$ cat config.mk
export PLATFORM = sky130hd
export DESIGN_NAME = fpaddsub_operand_unpack
export DESIGN_NICKNAME = d
export VERILOG_FILES = /design/src/rtl/fpaddsub_pkg.sv /design/src/rtl/fpaddsub_classify.sv /design/src/rtl/fpaddsub_operand_unpack.sv
export SDC_FILE = /design/constraint.sdc
export NUM_CORES = 1
export LEC_CHECK = 0
export BUFFER_PORTS_ARGS = -buffer_cell sky130_fd_sc_hd__buf_2
export CAP_MARGIN = 20
export CORE_ASPECT_RATIO = 0.7
export CORE_MARGIN = 2
export CORE_UTILIZATION = 40
export CTS_CLUSTER_DIAMETER = 40
export CTS_CLUSTER_SIZE = 28
export DETAILED_ROUTE_END_ITERATION = 7
export HOLD_SLACK_MARGIN = 0.1
export PLACE_DENSITY = 0.57
export SETUP_SLACK_MARGIN = 0.5
export SKIP_CTS_REPAIR_TIMING = 1
export SLEW_MARGIN = 5
export SYNTH_ARGS = -nofsm -noshare
export SYNTH_HDL_FRONTEND = slang
export SYNTH_SLANG_ARGS = --single-unit
$ cat constraint.sdc
create_clock -name clk -period 11.2 [get_ports clk]
set_input_delay 0.56 -clock clk [delete_from_list [all_inputs] [get_ports clk]]
set_output_delay 0.56 -clock clk [all_outputs]
set_load 0.1 [all_outputs]
$ cat src/rtl/fpaddsub_pkg.sv
// Shared constants and types for the single-precision add/sub datapath.
// The InputExc bit indices are also used by the final exception/packing stage.
package fpaddsub_pkg;

  localparam int unsigned EW   = 8;
  localparam int unsigned MW   = 23;
  localparam int unsigned BIAS = 127;

  localparam logic [EW-1:0] EXP_ALL1     = 8'hFF;
  localparam logic [MW-1:0] QNAN_DEFAULT = 23'h400000;

  localparam int unsigned EXC_ANY    = 0;
  localparam int unsigned EXC_NAN_A  = 1;
  localparam int unsigned EXC_NAN_B  = 2;
  localparam int unsigned EXC_SNAN_A = 3;
  localparam int unsigned EXC_SNAN_B = 4;
  localparam int unsigned EXC_INF_A  = 5;
  localparam int unsigned EXC_INF_B  = 6;
  localparam int unsigned EXC_W      = 7;

  typedef struct packed {
    logic          nan;
    logic          snan;
    logic          inf;
    logic          hidden;
    logic [EW-1:0] effexp;
  } fp_class_t;

endpackage

$ cat src/rtl/fpaddsub_classify.sv
// Combinational per-operand classifier: special-value flags, hidden bit and
// effective exponent (subnormals behave as exponent 1).
module fpaddsub_classify
  import fpaddsub_pkg::*;
(
  input  logic [EW-1:0] exp_i,
  input  logic [MW-1:0] man_i,
  output fp_class_t     cls_o
);

  logic exp_max;
  logic man_zero;

  always_comb begin
    exp_max      = (exp_i == EXP_ALL1);
    man_zero     = (man_i == '0);
    cls_o        = '0;
    cls_o.hidden = |exp_i;
    cls_o.nan    = exp_max & ~man_zero;
    cls_o.snan   = exp_max & ~man_zero & ~man_i[MW-1];
    cls_o.inf    = exp_max & man_zero;
    cls_o.effexp = cls_o.hidden ? exp_i : {{(EW-1){1'b0}}, 1'b1};
  end

endmodule

$ cat src/rtl/fpaddsub_operand_unpack.sv
// Two-stage front end of the FP add/sub pipe: S1 captures the operands, S2
// holds the classified, magnitude-ordered operand data for the adder.
module fpaddsub_operand_unpack
  import fpaddsub_pkg::*;
(
  input  logic              clk,
  input  logic              rst_n,
  input  logic              in_valid,
  output logic              in_ready,
  input  logic [31:0]       A,
  input  logic [31:0]       B,
  input  logic [2:0]        Ctrl,
  output logic              out_valid,
  input  logic              out_ready,
  output logic              Sa,
  output logic              Sb,
  output logic              MaxAB,
  output logic [EW-1:0]     Emax,
  output logic [EW-1:0]     ShiftAmt,
  output logic [MW:0]       Mmax,
  output logic [MW:0]       Mmin,
  output logic [EXC_W-1:0]  InputExc,
  output logic [MW-1:0]     MqNaN,
  output logic              Opr,
  output logic [2:0]        CtrlOut
);

  logic        s1_v_q, s2_v_q;
  logic [31:0] a_q, b_q;
  logic [2:0]  ctrl_q;
  logic        s2_en;

  fp_class_t cls_a, cls_b;

  // S2 next-state
  logic             maxab_d;
  logic [EW-1:0]    emax_d, emin_d, shift_d;
  logic [MW:0]      mant_a, mant_b, mmax_d, mmin_d;
  logic [EXC_W-1:0] exc_d;
  logic [MW-1:0]    mqnan_d;

  // S2 registers
  logic             sa_q, sb_q, maxab_q, opr_q;
  logic [EW-1:0]    emax_q, shift_q;
  logic [MW:0]      mmax_q, mmin_q;
  logic [EXC_W-1:0] exc_q;
  logic [MW-1:0]    mqnan_q;
  logic [2:0]       ctrl_out_q;

  assign s2_en    = ~s2_v_q | out_ready;
  assign in_ready = ~s1_v_q | s2_en;

  always_ff @(posedge clk or negedge rst_n) begin
    if (!rst_n) begin
      s1_v_q <= 1'b0;
      a_q    <= '0;
      b_q    <= '0;
      ctrl_q <= '0;
    end else if (in_ready) begin
      s1_v_q <= in_valid;
      if (in_valid) begin
        a_q    <= A;
        b_q    <= B;
        ctrl_q <= Ctrl;
      end
    end
  end

  fpaddsub_classify u_cls_a (
    .exp_i (a_q[30:23]),
    .man_i (a_q[22:0]),
    .cls_o (cls_a)
  );

  fpaddsub_classify u_cls_b (
    .exp_i (b_q[30:23]),
    .man_i (b_q[22:0]),
    .cls_o (cls_b)
  );

  always_comb begin
    mant_a  = {cls_a.hidden, a_q[22:0]};
    mant_b  = {cls_b.hidden, b_q[22:0]};
    // Ties keep A as the larger operand.
    maxab_d = (b_q[30:0] > a_q[30:0]);
    emax_d  = maxab_d ? cls_b.effexp : cls_a.effexp;
    emin_d  = maxab_d ? cls_a.effexp : cls_b.effexp;
    shift_d = emax_d - emin_d;
    mmax_d  = maxab_d ? mant_b : mant_a;
    mmin_d  = maxab_d ? mant_a : mant_b;

    exc_d             = '0;
    exc_d[EXC_ANY]    = cls_a.nan | cls_a.inf | cls_b.nan | cls_b.inf;
    exc_d[EXC_NAN_A]  = cls_a.nan;
    exc_d[EXC_NAN_B]  = cls_b.nan;
    exc_d[EXC_SNAN_A] = cls_a.snan;
    exc_d[EXC_SNAN_B] = cls_b.snan;
    exc_d[EXC_INF_A]  = cls_a.inf;
    exc_d[EXC_INF_B]  = cls_b.inf;

    if (cls_a.nan) begin
      mqnan_d = {1'b1, a_q[21:0]};
    end else if (cls_b.nan) begin
      mqnan_d = {1'b1, b_q[21:0]};
    end else begin
      mqnan_d = QNAN_DEFAULT;
    end
  end

  always_ff @(posedge clk or negedge rst_n) begin
    if (!rst_n) begin
      s2_v_q     <= 1'b0;
      sa_q       <= 1'b0;
      sb_q       <= 1'b0;
      maxab_q    <= 1'b0;
      opr_q      <= 1'b0;
      emax_q     <= '0;
      shift_q    <= '0;
      mmax_q     <= '0;
      mmin_q     <= '0;
      exc_q      <= '0;
      mqnan_q    <= '0;
      ctrl_out_q <= '0;
    end else if (s2_en) begin
      s2_v_q <= s1_v_q;
      if (s1_v_q) begin
        sa_q       <= a_q[31];
        sb_q       <= b_q[31];
        maxab_q    <= maxab_d;
        opr_q      <= a_q[31] ^ b_q[31] ^ ctrl_q[0];
        emax_q     <= emax_d;
        shift_q    <= shift_d;
        mmax_q     <= mmax_d;
        mmin_q     <= mmin_d;
        exc_q      <= exc_d;
        mqnan_q    <= mqnan_d;
        ctrl_out_q <= ctrl_q;
      end
    end
  end

  assign out_valid = s2_v_q;
  assign Sa        = sa_q;
  assign Sb        = sb_q;
  assign MaxAB     = maxab_q;
  assign Emax      = emax_q;
  assign ShiftAmt  = shift_q;
  assign Mmax      = mmax_q;
  assign Mmin      = mmin_q;
  assign InputExc  = exc_q;
  assign MqNaN     = mqnan_q;
  assign Opr       = opr_q;
  assign CtrlOut   = ctrl_out_q;

endmodule
# After elaboration in Yosys (flattened, before gate mapping)
# Cells that the tools add are included.
word_totals:
  inputBits: 71
  elab_cells: 53
  out_inout_bits: 103
  reg_bits: 170
classes:
  n_mux: 8
  add_sub_neg: 1
  order_cmp: 1
  reduce_logical: 6
  bitwise_logic: 19
  n_eq_ne: 2
ops:
  columns: ["cell", "count"]
  rows:
  - ["$mux W24", 2]
  - ["$logic_not A23 Y1", 2]
  - ["$mux W22", 2]
  - ["$mux W8", 4]
  - ["$gt A31 B31 Y1", 1]
  - ["$eq A8 B8 Y1 const B", 2]
  - ["$reduce_or A8 Y1", 2]
  - ["$sub A8 B8 Y8", 1]
  - ["$and A1 B1 Y1", 6]
  - ["$not A1 Y1", 6]
  - ["$or A1 B1 Y1", 5]
  - ["$reduce_and A2 Y1", 2]
  - ["$xor A1 B1 Y1", 2]

# Depth between registers and ports, before layout
depth:
  ltp_word: 6
  depth_mapped: 18
  mapped_depth_nobuf: 16

# Hierarchy
# From an unflattened synthesis, not the netlist that was laid out.
hier_totals:
  cells_unflattened: 843
  area_unflattened_um2: 8662.1
by_module_without_submodules:
  columns: ["mod", "seq_area_each_um2", "n_inst", "area_each_um2", "cells_per_inst"]
  rows:
  - ["fpaddsub_operand_unpack", 4254.1, 1, 8349.3, 791]
  - ["fpaddsub_classify", 0.0, 2, 156.4, 26]

# Worst setup path after synthesis
# Ideal clock, no wire load.
synth_path:
  kind: "register to register"
  start: "reg a_q[26]"
  end: "reg shift_q[6] (netlist: ShiftAmt[6])"
  path_slack_ps: 7503
  t_required_ps: 11105
  synth_period_minus_slack_ps: 3697
  arrival_ps: 3602
  n_path_buf: 1
  stages_incl_launch_ff: 18
  setup_time_ps: 95
  cell_sequence: "dfrtp_1 -> inv_1 -> ha_1 -> nand4_1 -> nor4_4 -> a211oi_1 -> a22o_1 -> nor2_2 -> buf_6 -> mux2_1 -> ha_1 -> fa_1 -> nor2b_1 -> o21ai_0 -> a21boi_0 -> o21ai_0 -> nor3b_1 -> o31ai_1"
synth_via:
  elab_chain_cells: 4
  word_cells_on_any_way: 6
  classes_between: "add/sub: 1; order compare: 1; mux: 3; reduce/logical: 1"
synth_rtl:
  columns: ["element", "line", "source"]
  rows:
  - ["start: declaration", "fpaddsub_operand_unpack.sv:29", "logic [31:0] a_q, b_q;"]
  - ["start signal: assignment", "fpaddsub_operand_unpack.sv:56", "a_q <= '0;"]
  - ["start signal: assignment", "fpaddsub_operand_unpack.sv:62", "a_q <= A;"]
  - ["branches (longest 3 deep; another with $gt A31 B31 Y1)", null, null]
  - ["$sub A8 B8 Y8 *", "fpaddsub_operand_unpack.sv:88", "shift_d = emax_d - emin_d;"]
  - ["end signal: assignment", "fpaddsub_operand_unpack.sv:132", "shift_q <= shift_d;"]
  - ["end: declaration", "fpaddsub_operand_unpack.sv:44", "logic [EW-1:0] emax_q, shift_q;"]
# Every way passes the cells marked *.
# A chain may end at the register's enable or synchronous reset.

# Worst setup path in the final report
layout_path:
  start: "reg a_q[30]"
  end: "reg shift_q[7] (netlist: ShiftAmt[7])"
layout_via:
  elab_chain_cells: 4
  word_cells_on_any_way: 6
  classes_between: "add/sub: 1; order compare: 1; mux: 3; reduce/logical: 1"
layout_rtl:
  columns: ["element", "line", "source"]
  rows:
  - ["branches (longest 2 deep; another with $gt A31 B31 Y1)", null, null]
  - ["$mux W8 *", "fpaddsub_operand_unpack.sv:86", "emax_d = maxab_d ? cls_b.effexp : cls_a.effexp;"]
  - ["via emax_d[1]", "fpaddsub_operand_unpack.sv:37", "logic [EW-1:0] emax_d, emin_d, shift_d;"]
  - ["$sub A8 B8 Y8 *", "fpaddsub_operand_unpack.sv:88", null]
# Mark *: on every way through the listed nets, which the timed path passes.

==> reports/results.tsv <==
metric	value	unit
run status	complete, no violations	
die outline area	22600	um2
Pre-Repair DR Iteration Count	5	
total via count after detailed routing	7118	
Post-DP Area	9590	um2
Synth area leaders	sky130_fd_sc_hd__dfrtp_1 (50%), sky130_fd_sc_hd__mux2_2 (8.8%), sky130_fd_sc_hd__ha_1 (5.6%), sky130_fd_sc_hd__o311ai_1 (5.5%), sky130_fd_sc_hd__nand2_1 (4.5%)	
most prevalent standard cell on the critical path	sky130_fd_sc_hd__o21ai_0	
fraction of synthesized cell area taken by the top area cell type	49.8	%
part of the total power dissipated in the clock network	20.9	%
initial core utilization	41.0	%
antenna viol nets, final	0	
total wirelength of the detailed-routed design	26400	um
overall power after layout	3080	uW
Switching Fraction	52.8	%
share of post-route cells with drive strength above 1	30.0	%
worst clock skew	0.0121	ns
leading cell type in the layout, fill and taps excluded	sky130_fd_sc_hd__buf_2	
final routed wire length divided by cell count	21.3	um
crit path max-delay cell type	sky130_fd_sc_hd__a22o_1	
worst path required time	11.55	ns
I/O pin count	174	
# H-tree levels	4	
Unique masters post-synth	48	
Data arrival, critical path	5.18	ns
Max-Slew Margin vs Limit	31.7	%
power per cell area	302	nW/um2
maximum vdd drop	0.179	mV
post-route cell area	10200	um2
total global-route track usage	23.5	%
vias in the first global route	6520	
leak pwr	0.00504	uW
1st-iter DRT viols	656	
achievable clock frequency	207	MHz
TritonCTS clock tree	done	
gate count of the mapped netlist	811	
Worst R2R Path Depth	17	
sort of element at the start of the critical path	flop	
aggregate global routing overflow	0	
clock tree buffer depth	2	
Port-buffer cells	173	
part of the Yosys area used for sequential elements	49.8	%
post-synthesis adder-cell area fraction	5.80	%
share of synthesized cell area in and, or, nand and nor gates	13.8	%
prevailing post-synth register cell	sky130_fd_sc_hd__dfrtp_1	
DPL Wire Length	17900	um
routability-driven placement congestion ratio	0.845	
share of power burned in combinational logic	50.2	%
power share of the sequential group	28.9	%
Horiz. Die Dim	179	um
Area growth, synth to finish	19.7	%
diode count	0	
maximum capacitance violations	0	
Std-Cell Core Area	20900	um2
Synth Net Count	921	
critical setup path kind	flop to flop	
mean cell area of the mapped netlist	10.5	um2
Nets	1066	
routed vias/inst	5.72	
multiplexer area fraction after synthesis	9.08	%
library cell occupying the most area in the post-synthesis netlist	sky130_fd_sc_hd__dfrtp_1	
Post-Route Utilization	49.0	%
Mapped Area	8550	um2
complex-gate fraction of the synthesized area	16.3	%
Total Neg Setup Slack	0	ns
initial antenna violation count	2	
final hold vios	0	
cts bufs inserted	17	
R2R Path Start	a_q[30]	
number of pins exceeding their max-slew limit in the final report	0	
min Tclk post-route	4.83	ns
maximum net fanout on the critical path	38	
register-to-register setup slack	6.37	ns
slew at the pin closest to its max-slew limit	1.02	ns
global-route wire length before repair	39700	um
path class of the lowest-slack min-delay path	input pin to asynchronous set/reset pin	
yosys synthesis warning count	0	
commonest cells after routing, fill and taps aside	sky130_fd_sc_hd__buf_2 (172), sky130_fd_sc_hd__dfrtp_1 (170), sky130_fd_sc_hd__nand2_1 (101), sky130_fd_sc_hd__mux2_2 (67), sky130_fd_sc_hd__o311ai_1 (54)	
clock tree root driver cell	sky130_fd_sc_hd__clkbuf_16	
clock network latency to the later pin of the worst-skew pair	0.43	ns
largest net degree at the start of global routing	99	
unrepaired setup endpoints after global routing	false	
nature of the critical path endpoint	flop	
cell-internal power	1460	uW
critical path's largest stage delay	0.66	ns
Final period util	43.1	%
net load switching power	1630	uW
y dimension of the die	126	um
cell chain of the critical path	inv_1 > ha_1 > a21oi_1 > o21ai_0 > a211oi_1 > a22o_1 > buf_4 > nor2_2 > buf_4 > a21o_1 > ha_1 > nor2b_1 > o21ai_0 > a21boi_0 > o21ai_0 > a2111o_1 > o211ai_1	
Seq cells post-synth	170	
xor and xnor fraction of the mapped netlist area	0.410	%
fraction of synthesis flops using an asynchronous set or reset pin	100	%
dominant combinational cell family by area after synthesis	compound AO/OA/AOI/OAI gates	
Reg clk slew, reported paths	0.06	ns
number of synthesized flops with an enable pin	0	
row count	44	
total of endpoints with negative setup slack in the final report	0	
Clock Sink Count	170	
critical register-to-register path endpoint	ShiftAmt[7]	
remaining routing DRC violations	0	
==> cells in the mapped netlist (19+ instances only) <==
cell / number
sky130_fd_sc_hd__ha_1: 38
sky130_fd_sc_hd__mux2_2: 67
sky130_fd_sc_hd__a22o_1: 21
sky130_fd_sc_hd__and3_1: 24
sky130_fd_sc_hd__a21o_1: 24
sky130_fd_sc_hd__o21ai_0: 35
sky130_fd_sc_hd__nand2_1: 103
sky130_fd_sc_hd__inv_1: 36
sky130_fd_sc_hd__nand4_1: 19
sky130_fd_sc_hd__dfrtp_1: 170
sky130_fd_sc_hd__a21oi_1: 27
sky130_fd_sc_hd__clkbuf_1: 34
sky130_fd_sc_hd__o311ai_1: 54
sky130_fd_sc_hd__nand3_1: 33
==> registers in the layout (all words and copies together), names as in the netlist <==
name and cells:
Mmax 24, Sb 1, s1_v_q 1, Mmin 24, CtrlOut 3, out_valid 1
a_q 32, Emax 8, b_q 32, MaxAB 1, Opr 1, ctrl_q 3
InputExc 7, MqNaN 23, ShiftAmt 8, Sa 1
==> stage by stage <==
| stage | cells | hold slack (ns) | setup slack (ns) |
|---|---|---|---|
| after detailed placement | 1213 | 0.451 | 6.47 |
| after global placement | 1213 | 0.444 | 6.63 |
| after global routing | 1244 | 0.320 | 6.10 |
| final | 1244 | 0.236 | 6.37 |
| after floorplan | 811 | 0.264 | 7.50 |
| after CTS | 1244 | 0.281 | 6.46 |
==> worst max-delay path, delay by kind of cell (launching register included) <==
family,cells,cell delay (ns)
adder cells (fa/ha/maj),2,0.62
buffers and inverters,3,0.76
AND/OR/NAND/NOR,2,0.19
flip-flops,1,0.42
AO/OA/AOI/OAI,10,2.74
==> cell families (layout without fill, tap and decap cells) <==
| logic type | after synthesis | after routing |
|---|---|---|
| AND/OR/NAND/NOR | 238 | 238 |
| AO/OA/AOI/OAI | 197 | 197 |
| flip-flops | 170 | 170 |
| buffers and inverters | 94 | 251 |
| multiplexers | 69 | 69 |
| adder cells (fa/ha/maj) | 39 | 39 |
| XOR/XNOR | 4 | 4 |
==> metal layers <==
layer / vias up / part of all wire [%] / global-route usage [%]
met5: - / 0.049 / 0
met4: 2 / 0.92 / 4.97
met3: 23 / 7.5 / 5.43
met2: 276 / 38 / 28.9
met1: 3532 / 53 / 40.3
li1: 3285 / - / -
==> final cells by class <==
type,count,area [um2]
Clock buffer,22,474
Clock inverter,9,161
Fill cell,1967,10600
Inverter,36,135
Multi-Input combinational cell,547,3900
Sequential cell,170,4250
Tap cell,276,345
Timing Repair Buffer,184,955
==> power by group through the flow <==
stage / clock, uW / combinational [uW] / sequential (uW)
after global placement: 0 / 1540 / 901
after CTS: 657 / 1550 / 891
after detailed placement: 0 / 1540 / 901
after global routing: 681 / 1630 / 909
final: 645 / 1550 / 893
after floorplan: 0 / 461 / 1650
==> worst max path at each step <==
stage | to | cells after the start | slack (ns) | from
floorplan | ShiftAmt[6] | 17 | 7.50 | a_q[26]
global placement | ShiftAmt[6] | 16 | 6.63 | b_q[24]
detailed placement | ShiftAmt[7] | 16 | 6.47 | a_q[14]
CTS | ShiftAmt[7] | 16 | 6.46 | a_q[14]
global route | ShiftAmt[7] | 16 | 6.10 | a_q[13]
finish | ShiftAmt[7] | 17 | 6.37 | a_q[30]
(Power assumes the default switching activity.)
